--- src/rtl/fir_structs.sv ---
// Shared types and default sizing for the FIR sample buffer and its system wrapper.
package fir_structs;

  localparam int FIFO_DEPTH = 8;
  localparam int SAMPLE_W   = 32;
  localparam int LEVEL_W    = $clog2(FIFO_DEPTH) + 1;

  typedef logic [LEVEL_W-1:0] level_t;

  typedef struct packed {
    logic   full;
    logic   empty;
    level_t level;
    logic   overflow;
    logic   underflow;
  } fifo_status_t;

endpackage

--- src/rtl/fir_sample_fifo_if.sv ---
// Handshake and status bundle between the sample producer/FIR control FSM and the sample FIFO.
interface fir_sample_fifo_if
  import fir_structs::*;
#(
  parameter int DATA_W = SAMPLE_W,
  parameter int DEPTH  = FIFO_DEPTH
);
  localparam int ADDR_W = $clog2(DEPTH);

  logic                     PushIn;
  logic signed [DATA_W-1:0] DataIn;
  logic                     fifoPullOut;
  logic                     fifo_empty;
  logic                     fifo_full;
  logic [ADDR_W:0]          level;
  logic signed [DATA_W-1:0] DataOut;
  logic                     DataOutValid;
  logic                     overflow;
  logic                     underflow;
  fifo_status_t             status;

  modport master (
    output PushIn, DataIn, fifoPullOut,
    input  fifo_empty, fifo_full, level, DataOut, DataOutValid, overflow, underflow, status
  );

  modport slave (
    input  PushIn, DataIn, fifoPullOut,
    output fifo_empty, fifo_full, level, DataOut, DataOutValid, overflow, underflow, status
  );

endinterface

--- src/rtl/fir_fifo_mem.sv ---
// DEPTH x DATA_W sample storage: one write port, one enable-gated registered read port.
module fir_fifo_mem #(
  parameter int DATA_W = 32,
  parameter int DEPTH  = 8
) (
  input  logic                       clk,
  input  logic                       reset_n,
  input  logic                       wr_en,
  input  logic [$clog2(DEPTH)-1:0]   wr_addr,
  input  logic signed [DATA_W-1:0]   wr_data,
  input  logic                       rd_en,
  input  logic [$clog2(DEPTH)-1:0]   rd_addr,
  output logic signed [DATA_W-1:0]   rd_data_p1
);

  logic signed [DATA_W-1:0] mem [DEPTH];

  always_ff @(posedge clk) begin
    if (wr_en) mem[wr_addr] <= wr_data;
  end

  // p0 -> p1: read register; only the output holds a reset value, storage does not
  always_ff @(posedge clk or negedge reset_n) begin
    if (!reset_n)   rd_data_p1 <= '0;
    else if (rd_en) rd_data_p1 <= mem[rd_addr];
  end

endmodule

--- src/rtl/fir_sample_fifo.sv ---
// Input sample buffer ahead of the FIR control FSM: wrap-bit pointers, 1-cycle read, sticky error flags.
module fir_sample_fifo
  import fir_structs::*;
#(
  parameter int DATA_W = SAMPLE_W,
  parameter int DEPTH  = FIFO_DEPTH
) (
  input  logic              clk,
  input  logic              reset_n,
  fir_sample_fifo_if.slave  bus
);

  localparam int ADDR_W = $clog2(DEPTH);

  logic [ADDR_W:0] wr_ptr;
  logic [ADDR_W:0] rd_ptr;
  logic            full;
  logic            empty;
  logic            push_acc;
  logic            pull_acc;
  logic            vld_p1;
  logic            overflow;
  logic            underflow;

  // Status comes only from registered pointers, keeping strobes off every output path
  assign empty = (wr_ptr == rd_ptr);
  assign full  = (wr_ptr[ADDR_W-1:0] == rd_ptr[ADDR_W-1:0]) && (wr_ptr[ADDR_W] != rd_ptr[ADDR_W]);

  // A pull frees a slot in the same cycle, so a full FIFO still accepts a paired push
  assign push_acc = bus.PushIn & (~full | bus.fifoPullOut);
  assign pull_acc = bus.fifoPullOut & ~empty;

  always_ff @(posedge clk or negedge reset_n) begin
    if (!reset_n) begin
      wr_ptr    <= '0;
      rd_ptr    <= '0;
      vld_p1    <= 1'b0;
      overflow  <= 1'b0;
      underflow <= 1'b0;
    end else begin
      if (push_acc) wr_ptr <= wr_ptr + 1'b1;
      if (pull_acc) rd_ptr <= rd_ptr + 1'b1;
      vld_p1 <= pull_acc;
      if (bus.PushIn & full & ~bus.fifoPullOut) overflow  <= 1'b1;
      if (bus.fifoPullOut & empty)              underflow <= 1'b1;
    end
  end

  fir_fifo_mem #(
    .DATA_W (DATA_W),
    .DEPTH  (DEPTH)
  ) u_mem (
    .clk        (clk),
    .reset_n    (reset_n),
    .wr_en      (push_acc),
    .wr_addr    (wr_ptr[ADDR_W-1:0]),
    .wr_data    (bus.DataIn),
    .rd_en      (pull_acc),
    .rd_addr    (rd_ptr[ADDR_W-1:0]),
    .rd_data_p1 (bus.DataOut)
  );

  assign bus.fifo_empty   = empty;
  assign bus.fifo_full    = full;
  assign bus.level        = wr_ptr - rd_ptr;
  assign bus.DataOutValid = vld_p1;
  assign bus.overflow     = overflow;
  assign bus.underflow    = underflow;

  assign bus.status.full      = full;
  assign bus.status.empty     = empty;
  assign bus.status.level     = level_t'(wr_ptr - rd_ptr);
  assign bus.status.overflow  = overflow;
  assign bus.status.underflow = underflow;

endmodule

--- src/flat_wrapper.sv ---
// flat-port wrapper written by rule: the top's interface ports become plain ports
module fir_sample_fifo_flat import fir_structs::*;
#(
  parameter int DATA_W = SAMPLE_W,
  parameter int DEPTH  = FIFO_DEPTH
)
  (clk, reset_n, bus_PushIn, bus_DataIn, bus_fifoPullOut, bus_fifo_empty, bus_fifo_full, bus_level, bus_DataOut, bus_DataOutValid, bus_overflow, bus_underflow, bus_status);
  fir_sample_fifo_if #(.DATA_W(DATA_W), .DEPTH(DEPTH)) bus_i ();
  input  logic clk;
  input  logic reset_n;
  input wire logic [$bits(bus_i.PushIn)-1:0] bus_PushIn;
  input wire logic [$bits(bus_i.DataIn)-1:0] bus_DataIn;
  input wire logic [$bits(bus_i.fifoPullOut)-1:0] bus_fifoPullOut;
  output wire logic [$bits(bus_i.fifo_empty)-1:0] bus_fifo_empty;
  output wire logic [$bits(bus_i.fifo_full)-1:0] bus_fifo_full;
  output wire logic [$bits(bus_i.level)-1:0] bus_level;
  output wire logic [$bits(bus_i.DataOut)-1:0] bus_DataOut;
  output wire logic [$bits(bus_i.DataOutValid)-1:0] bus_DataOutValid;
  output wire logic [$bits(bus_i.overflow)-1:0] bus_overflow;
  output wire logic [$bits(bus_i.underflow)-1:0] bus_underflow;
  output wire logic [$bits(bus_i.status)-1:0] bus_status;
  assign bus_i.PushIn = bus_PushIn;
  assign bus_i.DataIn = bus_DataIn;
  assign bus_i.fifoPullOut = bus_fifoPullOut;
  assign bus_fifo_empty = bus_i.fifo_empty;
  assign bus_fifo_full = bus_i.fifo_full;
  assign bus_level = bus_i.level;
  assign bus_DataOut = bus_i.DataOut;
  assign bus_DataOutValid = bus_i.DataOutValid;
  assign bus_overflow = bus_i.overflow;
  assign bus_underflow = bus_i.underflow;
  assign bus_status = bus_i.status;
  fir_sample_fifo #(.DATA_W(DATA_W), .DEPTH(DEPTH)) u_core (.clk(clk), .reset_n(reset_n), .bus(bus_i));
endmodule
--- config.mk ---
export PLATFORM = sky130hd
export DESIGN_NAME = fir_sample_fifo_flat
export DESIGN_NICKNAME = d
export VERILOG_FILES = /design/src/rtl/fir_structs.sv /design/src/rtl/fir_sample_fifo_if.sv /design/src/rtl/fir_fifo_mem.sv /design/src/rtl/fir_sample_fifo.sv /design/src/flat_wrapper.sv
export SDC_FILE = /design/constraint.sdc
export NUM_CORES = 1
export LEC_CHECK = 0
export BUFFER_PORTS_ARGS = -buffer_cell sky130_fd_sc_hd__buf_2
export CAP_MARGIN = 20
export CORE_UTILIZATION = 40
export DETAILED_ROUTE_END_ITERATION = 8
export PLACE_DENSITY = 0.62
export REMOVE_ABC_BUFFERS = 1
export SETUP_SLACK_MARGIN = 0.2
export SYNTH_ARGS = -nofsm -noshare
export SYNTH_HDL_FRONTEND = slang
export SYNTH_SLANG_ARGS = --single-unit
--- constraint.sdc ---
create_clock -name clk -period 13.5 [get_ports clk]
set_clock_uncertainty 0.15 [all_clocks]
set_input_delay 2.7 -clock clk [delete_from_list [all_inputs] [get_ports clk]]
set_output_delay 2.7 -clock clk [all_outputs]
set_load 0.005 [all_outputs]
==> results of run 1 <==
cells in the final DEF, fill, tap and decap left out, types with 6 or more instances in the layout:
cell and count:
mux4_2 32, mux2_2 32, nand3_1 35, inv_1 10, clkbuf_16 31, nand2_1 36
o221ai_1 32, o21ai_0 10, o21ai_1 22, edfxtp_1 256, nor2_4 6, dfrtp_1 40
buf_2 84, clkbuf_1 12, buf_4 11, clkbuf_8 9, mux2i_1 32, xnor2_1 6
layout make-up:
type	instances	area (sq um)	share of cell area [%]
Sequential cell	299	8770	65.3
Multi-Input combinational cell	270	2550	19.0
Clock buffer	52	945	7.03
Timing Repair Buffer	99	606	4.51
Tap cell	378	473	3.52
Clock inverter	6	47.5	0.354
Inverter	10	37.5	0.279
Antenna cell	1	2.50	0.0186
worst reg2reg max path, cell delays in order (launching register included):
cell,delay (ns)
dfrtp_2,0.35
buf_4,0.60
inv_1,0.18
ha_1,0.38
nand3_1,0.25
or3_4,0.21
nand3b_1,0.31
nor2_4,0.94
power by group:
part | leakage (uW) | total [uW] | internal (uW) | switching, uW
registers | 0.00283 | 1280 | 1200 | 84.3
logic | 0.00138 | 877 | 393 | 484
clock network | 0.000478 | 808 | 475 | 333
total | 0.00469 | 2970 | 2070 | 902
per-stage QoR:
step | power, uW | cell area, sq um | std cells | worst slack (ns) | util, %
finish | 2970 | 13400 | 1115 | 7.98 | 47.8
global placement | 2160 | 12300 | 1052 | 8.65 | 43.9
global route | 3140 | 13400 | 1114 | 7.77 | 47.8
detailed placement | 2190 | 12400 | 1053 | 8.57 | 44.0
CTS | 3000 | 13300 | 1111 | 7.96 | 47.5
floorplan | 1890 | 11300 | 579 | 6.49 | -
cells by family (layout without fill, tap and decap cells):
group	after synthesis	after routing	share of synthesized area [%]
DFF	299	299	75.7
muxes	98	98	12.4
and+or+nand+nor	86	86	3.35
AOI/OAI and AO/OA	70	70	4.27
buffers and inverters	53	167	2.76
xor gates and xnor gates	10	10	0.822
adders and majority gates	6	6	0.714
other	0	1	0
worst min-delay path by stage:
stage,from,endpoint,slack [ns],cells after the start
after floorplan,u_core.u_mem.rd_data_p1[11],u_core.u_mem.rd_data_p1[11],0.32,2
after global placement,u_core.u_mem.rd_data_p1[4],u_core.u_mem.rd_data_p1[4],0.31,2
after detailed placement,u_core.u_mem.rd_data_p1[13],u_core.u_mem.rd_data_p1[13],0.32,2
after CTS,u_core.u_mem.rd_data_p1[3],u_core.u_mem.rd_data_p1[3],0.33,2
after global routing,u_core.u_mem.rd_data_p1[4],u_core.u_mem.rd_data_p1[4],0.35,2
final,u_core.u_mem.rd_data_p1[9],u_core.u_mem.rd_data_p1[9],0.32,2
registers in the layout, summed over array words and instances (netlist names):
register / cells
u_core.u_mem.rd_data_p1: 32
u_core.bus.DataOutValid: 1
u_core.wr_ptr: 4
u_core.u_mem.mem: 256
u_core.bus.underflow: 1
u_core.rd_ptr: 4
u_core.bus.overflow: 1
metal layers:
layer	up-vias	part of all wire, %	routed length [um]
met4	2	2.2	470
met1	2879	47	10000
li1	2636	-	-
met2	119	47	10100
met5	-	0.060	13
met3	40	4.3	929
==> results.toml, run 1 <==
[status]
outcome = "complete, no violations"

[global_routing]
grt_use_total_pct = 15.0
grt_pass1_wl_mm = 33.3
grtUsageMet3_pct = 2.79
antenna_found_initial = 2
grt_pass1_vias = 5929
gr-usage-met2_pct = 24.5
grtUsageMet1_pct = 20.6
grt_max_degree = 70
overflow = 0
grt.busiest_layer = "met2"

[sta]
drv_slew = 0
rsz0062_at_grt = "false"
final_hold_viol_count = 0
timing.hold.ws_ns = 0.322
clock.fmax_mhz = 181
period_share_pct = 40.9
max_slew_margin_pct = 29.0
setup_tns_ns = 0
setup_viol = 0
max_slew.worst_pin.slew_ns = 1.06
fin_crit_ns = 5.52

[critical_path]
start_kind = "flip-flop"
path_delay_family = "buffers and inverters"
cp_data_arrival_time_ns = 2.67
critPathSlowestCell = "buf_4"
end_kind = "primary output"
cp.depth = 6
reg2reg_to = "u_core.u_mem.mem[2][4]"
rr_worst_depth = 7
worstPathRequired_ns = 10.65
timing.critical_path.to = "bus_status[7]"
regToRegStartpoint = "u_core.rd_ptr[2]"
crit_path_max_incr_delay_ns = 0.60
cp-startpoint = "u_core.rd_ptr[2]"
path_cells = "buf_4 > inv_1 > ha_1 > nand3_1 > nor2_1 > buf_2"
crit_type = "flip-flop to primary output"
r2r_slack_ns = 9.76
crit_buf_inv = 3
path_max_fanout = 67

[synth]
synthDistinctLibCells = 32
synth_most_common_cell = "edfxtp_1"
avgSynthCellArea_sq_um = 18.6
netlist_instances = 622
synth_area_leaders = "edfxtp_1, dfrtp_1, mux4_2"
netlist_area_sq_um = 11600
ys_seq_area_share_pct = 75.7
yosys-top-cells-count = "edfxtp_1, dfrtp_1, nand2_1"
synth.top_cell.area_share_pct = 66.4
synth-main-ff-cell = "edfxtp_1"
async_reset_ff_share_pct = 14.4
synth-edff-count = 256
ys.warnings.count = 0
yosysTopAreaCell = "edfxtp_1"
ys_ff_latch = 299

[drt]
drtIter0Drc = 340
vias_per_cell = 5.09
wirelength_mm = 21.5
drc = 0
vias = 5676
detail_route.wl_per_cell_um = 19.3
firstDrtPassIters = 4
postRouteAntennaNets = 0

[clock_tree]
ctsHtreeMaxLevel = 1
path_clk_slew_ns = 0.05
postCtsSetupBuffers = 0
cts-root-buf = "clkbuf_16"
cts.repair.resized = 0
clk_latency_ns = 0.57
cts_hold_buf = 0
cts_buffer_depth = 3
clock-sinks = 299
cts_buffers = 31
cts_tree = "yes"

[run]
drv_cap = 0

[min_path]
hold_path.class = "flip-flop to flip-flop"

[power_and_ir_drop]
vdd_drop_max_mv = 0.132
powerDensity_nw_per_um2 = 221
power.leakage_uw = 0.00469

[floorplanning]
rows = 61
core_sq_um = 28100
start_util_pct = 41.2
ioPinCount = 85
die_w_um = 172
fp.dieH_um = 172
die-area_sq_um = 29600

[final_layout]
drive_gt1_share_pct = 30.7
nets = 753
area_growth_pct = 16.1
fill_cells = 2381

[placed_design]
dp_hpwl_mm = 12.3
portBuffers = 84
place_congestion = 0.781
(Power assumes the default switching activity.)
==> inputs of run 2 (changes only) <==
--- a/config.mk
+++ b/config.mk
@@ -9,7 +9,7 @@
 export CAP_MARGIN = 20
 export CORE_UTILIZATION = 40
 export DETAILED_ROUTE_END_ITERATION = 8
-export PLACE_DENSITY = 0.62
+export PLACE_DENSITY = 0.64
 export REMOVE_ABC_BUFFERS = 1
 export SETUP_SLACK_MARGIN = 0.2
 export SYNTH_ARGS = -nofsm -noshare
==> constraint.sdc (replaced) <==
create_clock -name clk -period 4.6 [get_ports clk]
set_clock_uncertainty 0.15 [all_clocks]
set_input_delay 0.92 -clock clk [delete_from_list [all_inputs] [get_ports clk]]
set_output_delay 0.92 -clock clk [all_outputs]
set_load 0.005 [all_outputs]
==> results.toml, run 2 (synthesized netlist as in run 1, its figures left out) <==
[global_routing]
overflow = 0
antenna_found_initial = 1
grt_pass1_wl_mm = 34.2
grt_max_degree = 69
grt_pass1_vias = 6085
grt_use_total_pct = 15.4

[sta]
fin_crit_ns = 3.39
max_slew_margin_pct = 30.5
period_share_pct = 73.7
rsz0062_at_grt = "false"
final_hold_viol_count = 0
clock.fmax_mhz = 295
timing.hold.ws_ns = 0.171
setup_tns_ns = 0
setup_viol = 0
drv_slew = 0
max_slew.worst_pin.slew_ns = 1.04

[final_layout]
final_core_util_pct = 47.8
drive_gt1_share_pct = 31.3
area_growth_pct = 15.9
regMostFlops = "u_core.u_mem.mem"
layout_commonest_cell = "edfxtp_1"
reg_top3 = "u_core.u_mem.mem (256), u_core.u_mem.rd_data_p1 (32)"
nets = 753
final_cell_mix = "edfxtp_1, buf_2, dfrtp_1, nand2_1, nand3_1"
largest_reg_flops = 256
fill_cells = 2422

[drt]
detail_route.wl_per_cell_um = 19.7
wirelength_mm = 21.9
postRouteAntennaNets = 0
firstDrtPassIters = 5
vias = 5727
vias_per_cell = 5.13
drc = 0
drtIter0Drc = 519

[placed_design]
dp_hpwl_mm = 12.2
place_congestion = 0.734
portBuffers = 84

[floorplanning]
rows = 61
core_sq_um = 28100
fp.dieH_um = 172
die_w_um = 172
die-area_sq_um = 29600
start_util_pct = 41.2
ioPinCount = 85

[clock_tree]
cts_buffer_depth = 3
cts.repair.resized = 0
clock-sinks = 299
cts_buffers = 31
cts_tree = "yes"
ctsHtreeMaxLevel = 1
cts_hold_buf = 0
postCtsSetupBuffers = 0
path_clk_slew_ns = 0.06
cts-root-buf = "clkbuf_16"
clk_latency_ns = 0.54

[critical_path]
rr_worst_depth = 7
worstPathRequired_ns = 3.53
crit_type = "flip-flop to primary output"
end_kind = "primary output"
r2r_slack_ns = 1.68
path_max_fanout = 68
cp_data_arrival_time_ns = 2.32
start_kind = "flip-flop"

[status]
outcome = "complete, no violations"

[power_and_ir_drop]
vdd_drop_max_mv = 0.357
power_uw = 8790
power.leakage_uw = 0.00470
powerDensity_nw_per_um2 = 655

[run]
drv_cap = 0

[min_path]
hold_path.class = "primary input to async pin"
## run 2: cell count changes in the layout (fill, tap and decap cells not counted), moves of 2 or more
cell,previous run,this run
buf_16,3,0
bufinv_16,0,3
clkinvlp_4,2,0
clkinv_1,2,4
clkinv_2,1,8
clkbuf_8,9,4
clkbuf_1,12,6
buf_4,11,13
## run 2: power breakdown
part | internal, uW | total [uW] | switching, uW
Sequential | 3520 | 3720 | 196
Combinational | 1140 | 2630 | 1490
Clock | 1470 | 2440 | 974
Total | 6130 | 8790 | 2660
## run 2: final timing paths
check                                                   end                  from
worst max register to register       u_core.u_mem.mem[0][0]      u_core.wr_ptr[0]
worst max-delay path                          bus_status[3]      u_core.rd_ptr[1]
worst min register to register         u_core.bus.underflow  u_core.bus.underflow
worst min-delay path            u_core.u_mem.rd_data_p1[16]               reset_n
max in group asynchronous                  u_core.rd_ptr[0]               reset_n
min in group clk                       u_core.bus.underflow  u_core.bus.underflow
## run 2: metal layers
metal / GRT usage [%] / wire (um)
met1: 21.1 / 9510
met2: 25.5 / 10800
met3: 2.70 / 1280
met4: 3.89 / 354
met5: 0 / 0
## run 2: area by class of cell
class	count	area, sq um	area share, %
multi-input combinational	270	2550	19.0
tap	378	473	3.53
clock buffer	41	853	6.36
clock inverter	17	165	1.23
antenna	2	5.00	0.0373
inverter	10	37.5	0.280
timing repair buffer	99	558	4.16
sequential	299	8770	65.4
## run 2: stage by stage
stage                     area [sq um]  cells  worst slack (ns)
after floorplan                  11300    579             -2.41
after global placement           12400   1054              1.71
after detailed placement         12400   1054              1.63
after CTS                        13400   1112              1.15
after global routing             13400   1114              1.03
final                            13400   1116              1.21
## run 2: critical path, stage by stage (launching register included)
cell     delay, ns
dfrtp_2       0.35
buf_4         0.71
fa_1          0.55
inv_1         0.07
buf_2         0.10
==> inputs of run 3 (changes only) <==
--- a/config.mk
+++ b/config.mk
@@ -5,6 +5,7 @@
 export SDC_FILE = /design/constraint.sdc
 export NUM_CORES = 1
 export LEC_CHECK = 0
+export ABC_AREA = 1
 export BUFFER_PORTS_ARGS = -buffer_cell sky130_fd_sc_hd__buf_2
 export CAP_MARGIN = 20
 export CORE_UTILIZATION = 40
==> constraint.sdc (replaced) <==
create_clock -name clk -period 3.1 [get_ports clk]
set_clock_uncertainty 0.15 [all_clocks]
set_input_delay 0.62 -clock clk [delete_from_list [all_inputs] [get_ports clk]]
set_output_delay 0.62 -clock clk [all_outputs]
set_load 0.005 [all_outputs]
==> results.toml, run 3 <==
[final_layout]
drive_gt1_share_pct = 15.6
nets = 1169
fin_cells = 1541
regMostFlops = "u_core.u_mem.mem"
layout_commonest_cell = "nand2_1"
largest_reg_flops = 256
reg_top3 = "u_core.u_mem.mem (256), u_core.u_mem.rd_data_p1 (32)"
antenna-diode-count = 0
area_growth_pct = 16.0
final_cell_mix = "nand2_1, edfxtp_1, nand3_1, buf_2, inv_1"

[floorplanning]
start_util_pct = 40.8
die_w_um = 176
fp.dieH_um = 176
core_sq_um = 29700
rows = 63
die-area_sq_um = 31000
ioPinCount = 85

[sta]
timing.hold.ws_ns = 0.136
final_hold_viol_count = 0
worst_slack_ns = 0.307
max_slew_margin_pct = 49.0
setup_tns_ns = 0
setup_viol = 0
max_slew.worst_pin.slew_ns = 0.765
fin_crit_ns = 2.79
period_share_pct = 90.1
drv_slew = 0
rsz0062_at_grt = "false"
clock.fmax_mhz = 358

[global_routing]
grt_pass1_vias = 7304
grt_use_total_pct = 16.8
antenna_found_initial = 0
grt_pass1_wl_mm = 40.3
overflow = 0
grt_max_degree = 162

[synth]
ys_seq_area_share_pct = 72.3
async_reset_ff_share_pct = 14.4
netlist_instances = 1048
synth-main-ff-cell = "edfxtp_1"
yosysTopAreaCell = "edfxtp_1"
synthDistinctLibCells = 28
netlist_area_sq_um = 12100
avgSynthCellArea_sq_um = 11.6
ys_ff_latch = 299
synth_area_leaders = "edfxtp_1, nand2_1, dfrtp_1"
synth.top_cell.area_share_pct = 63.4
ys.warnings.count = 0
synth_most_common_cell = "nand2_1"
yosys-top-cells-count = "nand2_1, edfxtp_1, nand3_1"
synth-edff-count = 256

[clock_tree]
postCtsSetupBuffers = 0
ctsHtreeMaxLevel = 1
clock-sinks = 299
cts_buffer_depth = 3
path_clk_slew_ns = 0.06
cts_buffers = 30
cts-root-buf = "clkbuf_16"
cts_tree = "yes"
clk_latency_ns = 0.55

[drt]
postRouteAntennaNets = 0
vias = 7515
wirelength_mm = 25.5
drc = 0
vias_per_cell = 4.88
drtIter0Drc = 580
firstDrtPassIters = 5
detail_route.wl_per_cell_um = 16.5

[min_path]
hold_path.class = "primary input to flip-flop"

[power_and_ir_drop]
powerDensity_nw_per_um2 = 957
power.leakage_uw = 0.00569
vdd_drop_max_mv = 0.705
power_uw = 13500

[critical_path]
crit_type = "flip-flop to primary output"
worstPathRequired_ns = 2.33
cp_data_arrival_time_ns = 2.02
path_max_fanout = 7
end_kind = "primary output"
start_kind = "flip-flop"

[placed_design]
preCtsSetupSlack_ns = 0.633
portBuffers = 84
post-place-cells = 1484
dp_hpwl_mm = 14.5
place_congestion = 0.778

[run]
drv_cap = 0

[status]
outcome = "complete, no violations"
-- run 3: logic make-up (layout without fill, tap and decap cells) --
logic type | count (synthesis) | count (layout) | share of synthesized area [%]
adder cells (fa/ha/maj) | 6 | 6 | 0.681
AO/OA/AOI/OAI | 40 | 40 | 2.35
AND/OR/NAND/NOR | 590 | 590 | 19.6
buffers and inverters | 106 | 209 | 4.53
XOR/XNOR | 7 | 7 | 0.506
flip-flops | 299 | 299 | 72.3
-- run 3: final timing paths --
check,endpoint,depth (start not counted),slack [ns],from
max in group asynchronous,u_core.u_mem.rd_data_p1[13],3,1.59,reset_n
min in group asynchronous,u_core.wr_ptr[1],2,0.47,reset_n
setup / recovery,bus_level[2],5,0.31,u_core.wr_ptr[0]
hold reg to reg,u_core.u_mem.rd_data_p1[9],2,0.32,u_core.u_mem.rd_data_p1[9]
hold / removal,u_core.bus.overflow,2,0.14,bus_fifoPullOut
setup reg to reg,u_core.u_mem.mem[1][18],8,0.69,u_core.wr_ptr[0]
-- run 3: where the power goes --
group | leakage, uW | switching [uW] | internal (uW)
Clock | 0.000525 | 1490 | 2390
Combinational | 0.00232 | 2790 | 1380
Sequential | 0.00284 | 267 | 5130
-- run 3: critical path, stage by stage, from the launching register on --
cell and delay [ns]:
dfrtp_2 0.42, inv_1 0.09, ha_1 0.22, fa_1 0.39, xnor2_1 0.21, buf_2 0.15
-- run 3: what timing repair did --
action                                  4_1_cts  5_1_grt
endpoints found under the setup margin        0        4
resized for setup                             0        4
hold buffers                                  1        0
endpoints found under the hold margin        24        0
-- run 3: metal layers --
layer | global-route usage [%] | share of wire, % | vias up
met3 | 3.12 | 6.3 | 33
li1 | - | - | 3680
met4 | 3.70 | 1.6 | 0
met2 | 28.9 | 49 | 205
met5 | 0 | 0 | -
met1 | 22.0 | 43 | 3597
-- run 3: final cells by class --
| type | instances | area (sq um) |
|---|---|---|
| clock buffer | 33 | 783 |
| clock inverter | 23 | 292 |
| fill | 2640 | 15700 |
| inverter | 46 | 175 |
| multi-input combinational | 643 | 2880 |
| sequential | 299 | 8770 |
| tap | 390 | 488 |
| timing repair buffer | 107 | 671 |
-- run 3: metrics by stage --
step           instance area [sq um]  util [%]
5_1_grt                        14100      47.3
3_5_place_dp                   13000      43.6
4_1_cts                        14000      47.3
6_report                       14100      47.3
2_1_floorplan                  11700         -
3_3_place_gp                   13000      43.6
